`src/rtl/gpio_irq_sequencer.sv`:
```
// APB master for one GPIO block: programs its config registers on request and
// turns GPIO interrupts into {status, data} events on a valid/ready port.
module gpio_irq_sequencer #(
  parameter int          NUM_PINS  = 8,
  parameter logic [31:0] BASE_ADDR = 32'h0000_0000
) (
  input  logic                clk,
  input  logic                rst,
  input  logic                cfg_start,
  input  logic [NUM_PINS-1:0] cfg_en,
  input  logic [NUM_PINS-1:0] cfg_intr_en,
  input  logic [NUM_PINS-1:0] cfg_pos,
  input  logic [NUM_PINS-1:0] cfg_neg,
  output logic                cfg_busy,
  output logic                cfg_done,
  input  logic                gpio_intr,
  output logic                evt_valid,
  input  logic                evt_ready,
  output logic [NUM_PINS-1:0] evt_stat,
  output logic [NUM_PINS-1:0] evt_data,
  output logic [31:0]         PADDR,
  output logic [31:0]         PWDATA,
  output logic                PWRITE,
  output logic                PSEL,
  output logic                PENABLE,
  input  logic [31:0]         PRDATA
);

  localparam logic [31:0] OFF_DATA = 32'h04, OFF_EN  = 32'h08, OFF_INTR_EN = 32'h0C,
                          OFF_POS  = 32'h10, OFF_NEG = 32'h14, OFF_CLR     = 32'h18,
                          OFF_STAT = 32'h1C;

  typedef enum logic [3:0] {
    IDLE, CFG_SETUP, CFG_ACCESS, STAT_SETUP, STAT_ACCESS,
    CLR_SETUP, CLR_ACCESS, DATA_SETUP, DATA_ACCESS, EVT
  } state_t;

  state_t              state, state_nxt;
  logic [2:0]          cfg_idx;
  logic [NUM_PINS-1:0] en_q, ien_q, pos_q, neg_q, stat_q, data_q;
  logic                done_q;
  logic [31:0]         off;
  logic [NUM_PINS-1:0] wval;
  logic [NUM_PINS-1:0] rd_pins;
  logic                unused_prdata;

  assign rd_pins       = PRDATA[NUM_PINS-1:0];
  assign unused_prdata = ^PRDATA;

  always_ff @(posedge clk) begin
    if (rst) state <= IDLE;
    else     state <= state_nxt;
  end

  always_ff @(posedge clk) begin
    if (rst) begin
      cfg_idx <= '0;
      en_q    <= '0;
      ien_q   <= '0;
      pos_q   <= '0;
      neg_q   <= '0;
      stat_q  <= '0;
      data_q  <= '0;
      done_q  <= 1'b0;
    end else begin
      done_q <= (state == CFG_ACCESS) && (cfg_idx == 3'd4);
      case (state)
        IDLE: if (cfg_start) begin
          cfg_idx <= '0;
          en_q    <= cfg_en;
          ien_q   <= cfg_intr_en;
          pos_q   <= cfg_pos;
          neg_q   <= cfg_neg;
        end
        CFG_ACCESS:  cfg_idx <= cfg_idx + 3'd1;
        STAT_ACCESS: stat_q  <= rd_pins;
        DATA_ACCESS: data_q  <= rd_pins;
        default: ;
      endcase
    end
  end

  always_comb begin
    state_nxt = state;
    off       = '0;
    wval      = '0;
    PSEL      = 1'b0;
    PENABLE   = 1'b0;
    PWRITE    = 1'b0;
    PADDR     = '0;
    PWDATA    = '0;
    case (state)
      IDLE: begin
        if (cfg_start)      state_nxt = CFG_SETUP;
        else if (gpio_intr) state_nxt = STAT_SETUP;
      end
      CFG_SETUP:   state_nxt = CFG_ACCESS;
      CFG_ACCESS:  state_nxt = (cfg_idx == 3'd4) ? IDLE : CFG_SETUP;
      STAT_SETUP:  state_nxt = STAT_ACCESS;
      // A zero status means nothing to acknowledge: skip clear and event.
      STAT_ACCESS: state_nxt = (rd_pins == '0) ? IDLE : CLR_SETUP;
      CLR_SETUP:   state_nxt = CLR_ACCESS;
      CLR_ACCESS:  state_nxt = DATA_SETUP;
      DATA_SETUP:  state_nxt = DATA_ACCESS;
      DATA_ACCESS: state_nxt = EVT;
      EVT:         if (evt_ready) state_nxt = IDLE;
      default:     state_nxt = IDLE;
    endcase

    // Interrupt enable goes last so stale status is cleared before it can fire.
    case (state)
      CFG_SETUP, CFG_ACCESS: begin
        PWRITE = 1'b1;
        case (cfg_idx)
          3'd0:    begin off = OFF_EN;      wval = en_q;  end
          3'd1:    begin off = OFF_POS;     wval = pos_q; end
          3'd2:    begin off = OFF_NEG;     wval = neg_q; end
          3'd3:    begin off = OFF_CLR;     wval = '1;    end
          default: begin off = OFF_INTR_EN; wval = ien_q; end
        endcase
      end
      STAT_SETUP, STAT_ACCESS: off = OFF_STAT;
      CLR_SETUP, CLR_ACCESS: begin
        PWRITE = 1'b1;
        off    = OFF_CLR;
        wval   = stat_q;
      end
      DATA_SETUP, DATA_ACCESS: off = OFF_DATA;
      default: ;
    endcase

    PSEL    = (state != IDLE) && (state != EVT);
    PENABLE = (state == CFG_ACCESS) || (state == STAT_ACCESS) ||
              (state == CLR_ACCESS) || (state == DATA_ACCESS);
    if (PSEL) PADDR = BASE_ADDR + off;
    if (PWRITE) PWDATA[NUM_PINS-1:0] = wval;
  end

  assign cfg_busy  = (state == CFG_SETUP) || (state == CFG_ACCESS);
  assign cfg_done  = done_q;
  assign evt_valid = (state == EVT);
  assign evt_stat  = stat_q;
  assign evt_data  = data_q;

endmodule
```
`config.mk`:
```
export PLATFORM = sky130hd
export DESIGN_NAME = gpio_irq_sequencer
export DESIGN_NICKNAME = d
export VERILOG_FILES = /design/src/rtl/gpio_irq_sequencer.sv
export SDC_FILE = /design/constraint.sdc
export NUM_CORES = 1
export LEC_CHECK = 0
export BUFFER_PORTS_ARGS = -buffer_cell sky130_fd_sc_hd__buf_2
export CORE_MARGIN = 1.5
export CORE_UTILIZATION = 51
export CTS_BUF_LIST = sky130_fd_sc_hd__clkbuf_8
export CTS_CLUSTER_SIZE = 24
export DETAILED_ROUTE_END_ITERATION = 7
export PLACE_DENSITY = 0.85
export RECOVER_POWER = 25
export SYNTH_ARGS = -nofsm -noshare
export SYNTH_HDL_FRONTEND = slang
export SYNTH_SLANG_ARGS = --single-unit
```
`constraint.sdc`:
```
create_clock -name clk -period 4.4 [get_ports clk]
set_clock_uncertainty 0.2 [all_clocks]
set_input_delay 0.44 -clock clk [delete_from_list [all_inputs] [get_ports clk]]
set_output_delay 0.44 -clock clk [all_outputs]
set_load 0.02 [all_outputs]
```
==> results.yml <==
critical_path:
  reg2reg_to: "ien_q[0]"
  arrival_ns: 2.32
  startpoint_type: "flop"
  r2r-start: "state[2]"
  critPathMaxFanout: 16
  required_ns: 3.76
  crit_path_end_kind: "output port"
  startpoint: "cfg_idx[2]"
  rrSetupSlack_ns: 1.69
  r2r_cells: 4
  crit_type: "reg2out"
synth:
  netlist_instances: 411
  synthMostInstantiatedCell: "nand2_1"
  seq_area_frac_synth: 0.365
  synth_ff_type: "dfxtp_1"
  yosys.area.top_type: "dfxtp_1"
  synth.ff_latch_count: 56
  synth_warnings: 0
  netlist_area_um2: 3070
  synth_edf_count: 0
  synth-async-reset-ratio: 0
  synth.distinct_cells: 41
  synth_top_cells_by_area: "dfxtp_1 (37%), buf_4 (14%), nand2_1 (13%)"
  synth_top_area_frac: 0.365
  ys_top_cells_by_count: "nand2_1 (109), a21oi_1 (60), buf_4 (58)"
  avgSynthCellArea_um2: 7.46
hold_path:
  hold_end: "pos_q[6]"
  worst_hold_path.num_cells: 3
  hold_path_class: "in2reg"
  hold_path_startpoint: "cfg_pos[6]"
power_and_ir_drop:
  ir_drop_v: 0.000272
  power.leakage_nw: 1.34
  switching_share: 0.421
  power_frac_clock: 0.187
  power_frac_comb: 0.375
  finalPower_mw: 1.53
  intPower_uw: 883
  power_frac_seq: 0.438
  power_density_nw_per_um2: 466
  power.switching_uw: 642
grt:
  overflow: 0
  grt_pass1_vias: 2218
  track_usage: 0.205
  grt_start_max_net_pins: 57
  antenna_found_initial: 0
  grt_pass1_wl_mm: 10.3
routing:
  wl_per_cell_um: 12.2
  drtIter0Drc: 193
  first_pass_iters: 4
  viasPerCell: 4.96
  wl_mm: 6.62
  ant_nets: 0
  vias: 2684
  drc_errors: 0
timing:
  grt_setup_unrepaired: "no"
  tightest_slew_ns: 1.10
  drv_slew: 0
  hold_ws_ns: 0.157
  period_share: 0.673
  max_slew_margin: 0.265
  min_period_ns: 2.96
  setup_viol_count_final: 0
  hold_viol_final: 0
  timing.fmax_ghz: 0.338
  setup_tns_ns: 0
clocking:
  cts_max_level: 2
  cts_buffer_depth: 2
  cts_tree: "yes"
  hold_buffers: 0
  cts-buffers-inserted: 5
  cts_setup_buffers: 0
  cts.sinks: 56
  clk_latency_ns: 0.31
  ctsRootBufferMaster: "clkbuf_8"
  postCtsResizedCells: 0
  clkTransAtPathRegs_ns: 0.10
run:
  maxCapViolCount: 0
floorplanning:
  die_w_um: 80.6
  core_area_um2: 5850
  initial_core_util: 0.524
  die_area_um2: 6490
  fp.dieH_um: 80.6
  rows: 28
  io_pins: 155
run_status:
  outcome: "complete, no violations"
cells_and_area:
  seq_area_um2: 1120
  n_antenna_cell: 0
  nNetsFinal: 539
  final_util: 0.559
  drive_above_1_share: 0.159
  n_fill_cell: 585
  multi_input_area_um2: 1570
  syn_to_final_growth_pct: 6.57
placement:
  portBuffers: 77
  gp_congestion: 0.825
  dp_hpwl_mm: 4.70
-- cell type report --
class	instances	share of cell area
sequential	56	0.343
clock buffer	5	0.0210
inverter	5	0.00574
multi-input combinational	319	0.481
timing repair buffer	78	0.114
clock inverter	3	0.00651
tap	75	0.0287
-- placed cells by master, fill, tap and decap left out, types with 3 or more instances in the layout --
cell,count
nand2b_1,3
a22oi_1,8
conb_1,53
o21ai_0,4
a311oi_1,8
dfxtp_1,56
clkbuf_8,5
clkbuf_1,17
nor2b_1,8
inv_1,5
and2_1,4
nand2_1,109
a21oi_1,60
buf_2,60
nor3_1,5
nor2_1,22
ha_1,5
nand3_1,3
-- cell families (layout without fill, tap and decap cells) --
logic type | Yosys count | after routing | share of synthesized area
simple gates | 164 | 164 | 0.231
buf+inv | 88 | 91 | 0.185
other cells | 1 | 53 | 0.00122
flops | 56 | 56 | 0.365
xor+xnor | 3 | 3 | 0.00857
mux | 1 | 1 | 0.00326
fa+ha+maj | 7 | 7 | 0.0269
compound gates | 91 | 91 | 0.179
-- routing by layer --
metal / GRT usage / wire, um / up-vias / part of all wire
li1: - / - / 1363 / -
met1: 0.279 / 3080 / 1193 / 0.47
met2: 0.324 / 2980 / 115 / 0.45
met3: 0.0375 / 419 / 13 / 0.063
met4: 0.0672 / 135 / 0 / 0.020
met5: 0 / 0 / - / 0
-- critical path, stage by stage (launching register included) --
cell,delay (ns)
dfxtp_1,0.60
inv_1,0.09
ha_1,0.21
nor2_1,0.47
a311oi_1,0.24
a21oi_1,0.17
nor2_1,0.06
buf_2,0.17
-- through the flow --
step / cells / setup WS (ns) / cell area (um^2)
5_1_grt: 541 / 1.30 / 3270
6_report: 541 / 1.44 / 3270
3_5_place_dp: 533 / 1.75 / 3200
2_1_floorplan: 463 / 2.01 / 3260
3_3_place_gp: 533 / 1.81 / 3200
4_1_cts: 541 / 1.46 / 3290
-- flip-flops by register name (all words and copies together), names as in the netlist --
name	count
ien_q	8
cfg_done	1
evt_stat	8
pos_q	8
state	4
en_q	8
cfg_idx	3
neg_q	8
evt_data	8
-- worst max-delay path by stage --
| stage | endpoint | depth (start not counted) |
|---|---|---|
| after floorplan | PADDR[3] | 6 |
| after global placement | PWDATA[7] | 7 |
| after detailed placement | ien_q[2] | 4 |
| after CTS | PWDATA[7] | 7 |
| after global routing | PWDATA[6] | 7 |
| final | PWDATA[7] | 7 |
-- power by group through the flow --
stage	registers (mW)	logic, mW	clock network [mW]
after global placement	0.673	0.562	0
after detailed placement	0.679	0.571	0
after floorplan	0.630	0.529	0
final	0.668	0.572	0.285
after global routing	0.682	0.636	0.311
after CTS	0.667	0.572	0.289
(Power assumes the default switching activity.)
